<file path="src/rtl/uart_frame_rx_pkg.sv">
// Shared definitions for the uart frame parser and its future transmit peer.
// Holds the parser state encoding, frame field widths and checksum helper.
package uart_frame_rx_pkg;

    typedef enum logic [2:0] {
        ST_HUNT    = 3'd0,
        ST_LEN     = 3'd1,
        ST_PAYLOAD = 3'd2,
        ST_CHK     = 3'd3,
        ST_HOLD    = 3'd4
    } state_t;

    localparam int         BYTE_W       = 8;
    localparam logic [7:0] SYNC_DEFAULT = 8'hA5;

    function automatic logic [BYTE_W-1:0] chk_add(
        input logic [BYTE_W-1:0] acc,
        input logic [BYTE_W-1:0] b
    );
        return acc + b;
    endfunction

endpackage

</file>
<file path="src/rtl/uart_frame_rx_buf.sv">
// Payload buffer: one write port from the parser, one registered read port
// for the host.
module uart_frame_rx_buf #(
    parameter int DEPTH = 64,
    parameter int AW    = $clog2(DEPTH)
) (
    input  logic          clk,
    input  logic          rst,
    input  logic          we,
    input  logic [AW-1:0] waddr,
    input  logic [7:0]    wdata,
    input  logic [AW-1:0] raddr,
    output logic [7:0]    rdata
);

    logic [7:0] mem [DEPTH];

    always_ff @(posedge clk) begin
        if (we) begin
            mem[waddr] <= wdata;
        end
    end

    always_ff @(posedge clk) begin
        if (rst) begin
            rdata <= 8'h00;
        end else begin
            rdata <= mem[raddr];
        end
    end

endmodule

</file>
<file path="src/rtl/uart_frame_rx.sv">
// Pops bytes from the uart RX FIFO and assembles SYNC/LEN/payload/CHK frames,
// holding one good payload for the host until it is acknowledged.
module uart_frame_rx
    import uart_frame_rx_pkg::*;
#(
    parameter int         MAX_LEN     = 64,
    parameter int         TIMEOUT_CYC = 50000,
    parameter logic [7:0] SYNC_BYTE   = SYNC_DEFAULT
) (
    input  logic                       clk,
    input  logic                       rst,
    input  logic                       uart_rx_ready,
    input  logic [7:0]                 uart_rx_byte,
    output logic                       uart_rx_read,
    output logic                       frame_valid,
    output logic [7:0]                 frame_len,
    input  logic [$clog2(MAX_LEN)-1:0] rd_addr,
    output logic [7:0]                 rd_data,
    input  logic                       frame_ack,
    output logic                       err_chk,
    output logic                       err_len,
    output logic                       err_timeout,
    output logic                       busy
);

    localparam int             AW      = $clog2(MAX_LEN);
    localparam int             TW      = $clog2(TIMEOUT_CYC + 1);
    localparam logic [8:0]     MAX_L   = 9'(MAX_LEN);
    localparam logic [TW-1:0]  TO_LAST = TW'(TIMEOUT_CYC - 1);

    state_t        state, nxt;
    logic          rd_q, pop, active, last;
    logic          e_chk, e_len, e_to;
    logic [7:0]    chk, len;
    logic [AW-1:0] idx;
    logic [TW-1:0] tcnt;

    // rd_q spaces pops so the uart has a cycle to refresh ready
    assign pop          = !rst && uart_rx_ready && (state != ST_HOLD) && !rd_q;
    assign uart_rx_read = pop;
    assign active       = state inside {ST_LEN, ST_PAYLOAD, ST_CHK};
    assign busy         = active;
    assign frame_valid  = (state == ST_HOLD);
    assign last         = (8'(idx) == len - 8'd1);

    always_comb begin
        nxt   = state;
        e_chk = 1'b0;
        e_len = 1'b0;
        e_to  = 1'b0;
        if (pop) begin
            unique case (state)
                ST_HUNT: begin
                    if (uart_rx_byte == SYNC_BYTE) nxt = ST_LEN;
                end
                ST_LEN: begin
                    if ({1'b0, uart_rx_byte} > MAX_L) begin
                        e_len = 1'b1;
                        nxt   = ST_HUNT;
                    end else if (uart_rx_byte == 8'h00) begin
                        nxt = ST_CHK;
                    end else begin
                        nxt = ST_PAYLOAD;
                    end
                end
                ST_PAYLOAD: begin
                    if (last) nxt = ST_CHK;
                end
                ST_CHK: begin
                    if (uart_rx_byte == chk) begin
                        nxt = ST_HOLD;
                    end else begin
                        e_chk = 1'b1;
                        nxt   = ST_HUNT;
                    end
                end
                default: ;
            endcase
        end else if (active && tcnt == TO_LAST) begin
            e_to = 1'b1;
            nxt  = ST_HUNT;
        end
        if (state == ST_HOLD && frame_ack) nxt = ST_HUNT;
    end

    always_ff @(posedge clk) begin
        if (rst) begin
            state       <= ST_HUNT;
            rd_q        <= 1'b0;
            chk         <= 8'h00;
            len         <= 8'h00;
            idx         <= '0;
            tcnt        <= '0;
            frame_len   <= 8'h00;
            err_chk     <= 1'b0;
            err_len     <= 1'b0;
            err_timeout <= 1'b0;
        end else begin
            state       <= nxt;
            rd_q        <= pop;
            err_chk     <= e_chk;
            err_len     <= e_len;
            err_timeout <= e_to;
            if (pop || !active) tcnt <= '0;
            else                tcnt <= tcnt + TW'(1);
            if (pop && state == ST_LEN) begin
                chk <= uart_rx_byte;
                len <= uart_rx_byte;
                idx <= '0;
            end
            if (pop && state == ST_PAYLOAD) begin
                chk <= chk_add(chk, uart_rx_byte);
                idx <= idx + AW'(1);
            end
            if (state == ST_CHK && nxt == ST_HOLD) frame_len <= len;
        end
    end

    uart_frame_rx_buf #(
        .DEPTH (MAX_LEN)
    ) u_buf (
        .clk   (clk),
        .rst   (rst),
        .we    (pop && state == ST_PAYLOAD),
        .waddr (idx),
        .wdata (uart_rx_byte),
        .raddr (rd_addr),
        .rdata (rd_data)
    );

endmodule

</file>
<file path="config.mk">
export PLATFORM = sky130hd
export DESIGN_NAME = uart_frame_rx
export DESIGN_NICKNAME = d
export VERILOG_FILES = /design/src/rtl/uart_frame_rx_pkg.sv /design/src/rtl/uart_frame_rx_buf.sv /design/src/rtl/uart_frame_rx.sv
export SDC_FILE = /design/constraint.sdc
export NUM_CORES = 1
export LEC_CHECK = 0
export CORE_AREA = 2 2 188 190
export CTS_BUF_LIST = sky130_fd_sc_hd__clkbuf_4 sky130_fd_sc_hd__clkbuf_8 sky130_fd_sc_hd__clkbuf_16
export DETAILED_ROUTE_END_ITERATION = 16
export DIE_AREA = 0 0 190 192
export PLACE_DENSITY_LB_ADDON = 0.25
export SKIP_CTS_REPAIR_TIMING = 1
export SLEW_MARGIN = 20
export SYNTH_ARGS = -nofsm -noshare
export SYNTH_HDL_FRONTEND = slang
export SYNTH_SLANG_ARGS = --single-unit
export TNS_END_PERCENT = 100
</file>
<file path="constraint.sdc">
create_clock -name clk -period 6.7 [get_ports clk]
set_clock_uncertainty 0.15 [all_clocks]
set_input_delay 1.34 -clock clk [delete_from_list [all_inputs] [get_ports clk]]
set_output_delay 1.34 -clock clk [all_outputs]
set_load 0.1 [all_outputs]
</file>
==> results.py <==
metrics = {
    "run_status": {
        "status": "finished clean",
    },
    "hold_path": {
        "min_delay_worst_endpoint": "tcnt[0]",
        "min_path_type": "reg2reg",
        "hold_depth": 1,
        "min_from": "tcnt[0]",
    },
    "critical_path": {
        "reg2reg_to": "u_buf.mem[51][0]",
        "cp_slowest_stage_delay_ns": 0.88,
        "critical_path.max_fanout": 37,
        "cp.required_ns": 6.75,
        "worst_ep_arrival_time_ns": 4.62,
        "worst-r2r-cell-count": 4,
        "critical_path.cell_chain": "clkdlybuf4s50_1, buf_4, nor3b_1, and3_1, nand4b_1, nor2_1",
        "crit_family": "simple AND/OR/NAND/NOR gates",
        "path_class": "in2reg",
        "r2r-start": "rd_q",
        "endpoint_kind": "flop",
        "crit_path_top_delay_cell": "nor2_1",
        "cp-start-kind": "input port",
        "rrSetupSlack_ns": 3.29,
        "cp_num_buf_inv": 2,
    },
    "power": {
        "seqPwrFrac_pct": 53.2,
        "p_comb_share_pct": 4.8,
        "p_clk_share_pct": 41.9,
        "powerDensity_nw_per_um2": 290,
        "internal_power_mw": 5.79,
        "ir_worst_vdd_v": 0.000193,
        "netSwitchingFraction_pct": 20.8,
        "switchingPower_mw": 1.52,
        "total_leakage_power_nw": 7.95,
    },
    "yosys": {
        "ys_types": 58,
        "ys_warn_count": 0,
        "synthesis.area_um2": 22700,
        "synth_top_area_cell": "edfxtp_1",
        "yosysSeqAreaShare_pct": 73.0,
        "yosysMostFrequentCell": "edfxtp_1",
        "ys_top_cells_by_count": "edfxtp_1 (512), mux4_2 (124), nor2_1 (124)",
        "synth.top_cell.area_share_pct": 67.6,
        "async_flop_share_pct": 0,
        "synth_edf_count": 512,
        "syn_avg_cell_area_um2": 17.7,
        "synth_area_leaders": "edfxtp_1 (68%), mux4_2 (12%), dfxtp_1 (5.4%)",
        "synth_nets": 1311,
        "synth_ff_type": "edfxtp_1",
        "netlist_instances": 1282,
        "synth-seq-cells": 573,
    },
    "cts": {
        "cts-root-buf": "clkbuf_16",
        "clock_path_buffers": 3,
        "cts_tree": "built",
        "ctsHtreeMaxLevel": 2,
        "clk_latency_ns": 0.58,
        "cts.sinks": 573,
        "clk_pin_slew_ns": 0.06,
        "numCtsBuffers": 53,
    },
    "drt": {
        "vias": 12500,
        "viasPerCell": 6.84,
        "drtAntennaViolNets": 0,
        "dr.pass1.iters": 6,
        "dr_wl_met2_mm": 25.6,
        "wl_mm": 52.4,
        "wl_met1_mm": 19.9,
        "wl_met3_mm": 4.97,
        "drcViolationCount": 0,
        "wire_per_inst_um": 28.8,
        "dr.first_iter.drc_count": 1718,
        "maxUsedRoutingLayer": "met4",
    },
    "sta": {
        "setup_viol": 0,
        "finalHoldViolations": 0,
        "post-route-period-util_pct": 68.3,
        "timing.fmax_mhz": 219,
        "setup-tns-final_ns": 0,
        "rsz0062_at_grt": "false",
        "timing.final.ws_setup_ns": 2.12,
        "holdWs_ns": 0.309,
        "period_minus_slack_ns": 4.58,
        "worstMarginPinSlew_ns": 1.11,
        "slew_violations": 0,
        "maxSlewHeadroom_pct": 25.6,
    },
    "layout": {
        "syn_to_final_growth_pct": 10.9,
        "drive_above_1_share_pct": 18.8,
        "fillCellCount": 1911,
        "diodes": 0,
        "finalNetCount": 1351,
        "final_cells": 1822,
    },
    "placement": {
        "place_ws_ns": 1.59,
        "dp.cells": 1722,
        "port_buffers": 39,
        "gp_congestion": 0.862,
        "dp_hpwl_mm": 30.6,
    },
    "flow_run": {
        "max_cap_viol_count": 0,
    },
    "die": {
        "start_util_pct": 66.3,
        "rows": 68,
        "die_x_um": 190,
        "ioPinCount": 40,
        "core_region_area_um2": 34300,
        "die_area_um2": 36500,
        "die_h_um": 192,
    },
    "global_route": {
        "antenna_found_initial": 1,
        "grt_pass1_vias": 12300,
        "grt_usage_pct": 29.8,
        "grt_overflow": 0,
        "grt_max_degree": 77,
        "grt_pass1_wl_mm": 78.7,
    },
}
-- area by class of cell --
cell class	count	area (µm²)	share of cell area, %
clock buffers	70	1510	6.00
repair buffers	57	479	1.90
flip-flops and latches	573	16600	65.8
well taps	455	569	2.26
multi-input cells	627	5760	22.8
clock inverters	30	282	1.12
inverters	10	37.5	0.149
-- worst register-to-register path: stages (launching register included) --
cell      delay [ns]
dfxtp_1         0.31
nor3b_1         0.29
and3_1          0.57
nand4b_1        0.83
nor2_1          0.88
-- per-layer routing --
metal | vias up | GRT usage [%]
li1 | 5189 | -
met4 | 0 | 10.4
met1 | 6354 | 41.6
met2 | 784 | 48.0
met5 | - | 0
met3 | 128 | 5.66
-- per-stage QoR --
step | power [mW] | cell area (µm²) | util, %
5_1_grt | 7.48 | 25200 | 73.6
3_3_place_gp | 4.31 | 23400 | 68.4
3_5_place_dp | 4.32 | 23400 | 68.4
6_report | 7.31 | 25200 | 73.6
4_1_cts | 7.34 | 25200 | 73.6
2_1_floorplan | 4.18 | 22700 | -
-- power groups by stage --
stage          logic (mW)  registers, mW  clock network, mW
2_1_floorplan       0.174           4.01                  0
6_report            0.352           3.89               3.07
3_5_place_dp        0.349           3.97                  0
3_3_place_gp        0.343           3.97                  0
4_1_cts             0.351           3.89               3.10
5_1_grt             0.368           3.89               3.22
-- logic make-up after synthesis --
family,after synthesis,share of synthesized area (%)
muxes,149,13.4
and+or+nand+nor,301,6.28
buffers and inverters,82,1.72
adders and majority gates,11,0.638
AOI/OAI and AO/OA,138,3.93
xor gates and xnor gates,28,1.08
DFF,573,73.0
-- how the worst max path moves through the flow --
stage,from,cells past startpoint,slack [ns],endpoint
after floorplan,rst,4,1.94,uart_rx_read
after detailed placement,rst,6,1.59,u_buf.mem[3][2]
final,rst,6,2.12,u_buf.mem[51][0]
after CTS,rst,5,2.13,uart_rx_read
after global placement,rst,6,1.64,u_buf.mem[51][0]
after global routing,rst,6,1.95,u_buf.mem[51][0]
-- sequential cells by signal (all words and copies together), names as in the netlist --
signal and count:
err_chk 1, frame_len 8, err_len 1, state 3, len 8, u_buf.mem 512
chk 8, idx 6, rd_q 1, err_timeout 1, u_buf.rdata 8, tcnt 16
-- cells in the final DEF (no fill, tap or decap), types with 16 or more instances in the layout --
cell             Yosys  layout
edfxtp_1           512     512
nor2_1             124     124
mux4_2             124     124
dfxtp_1             61      61
nand2_1             58      58
clkbuf_16            0      55
a21oi_1             42      42
clkdlybuf4s50_1      0      27
mux2i_1             25      25
nand3_1             22      22
nor3_1              22      22
buf_4               12      21
xnor2_1             20      20
a22oi_1             20      20
o21ai_0             17      17
nor2b_1             16      16
Note: power is estimated with default switching activity, not from simulation.
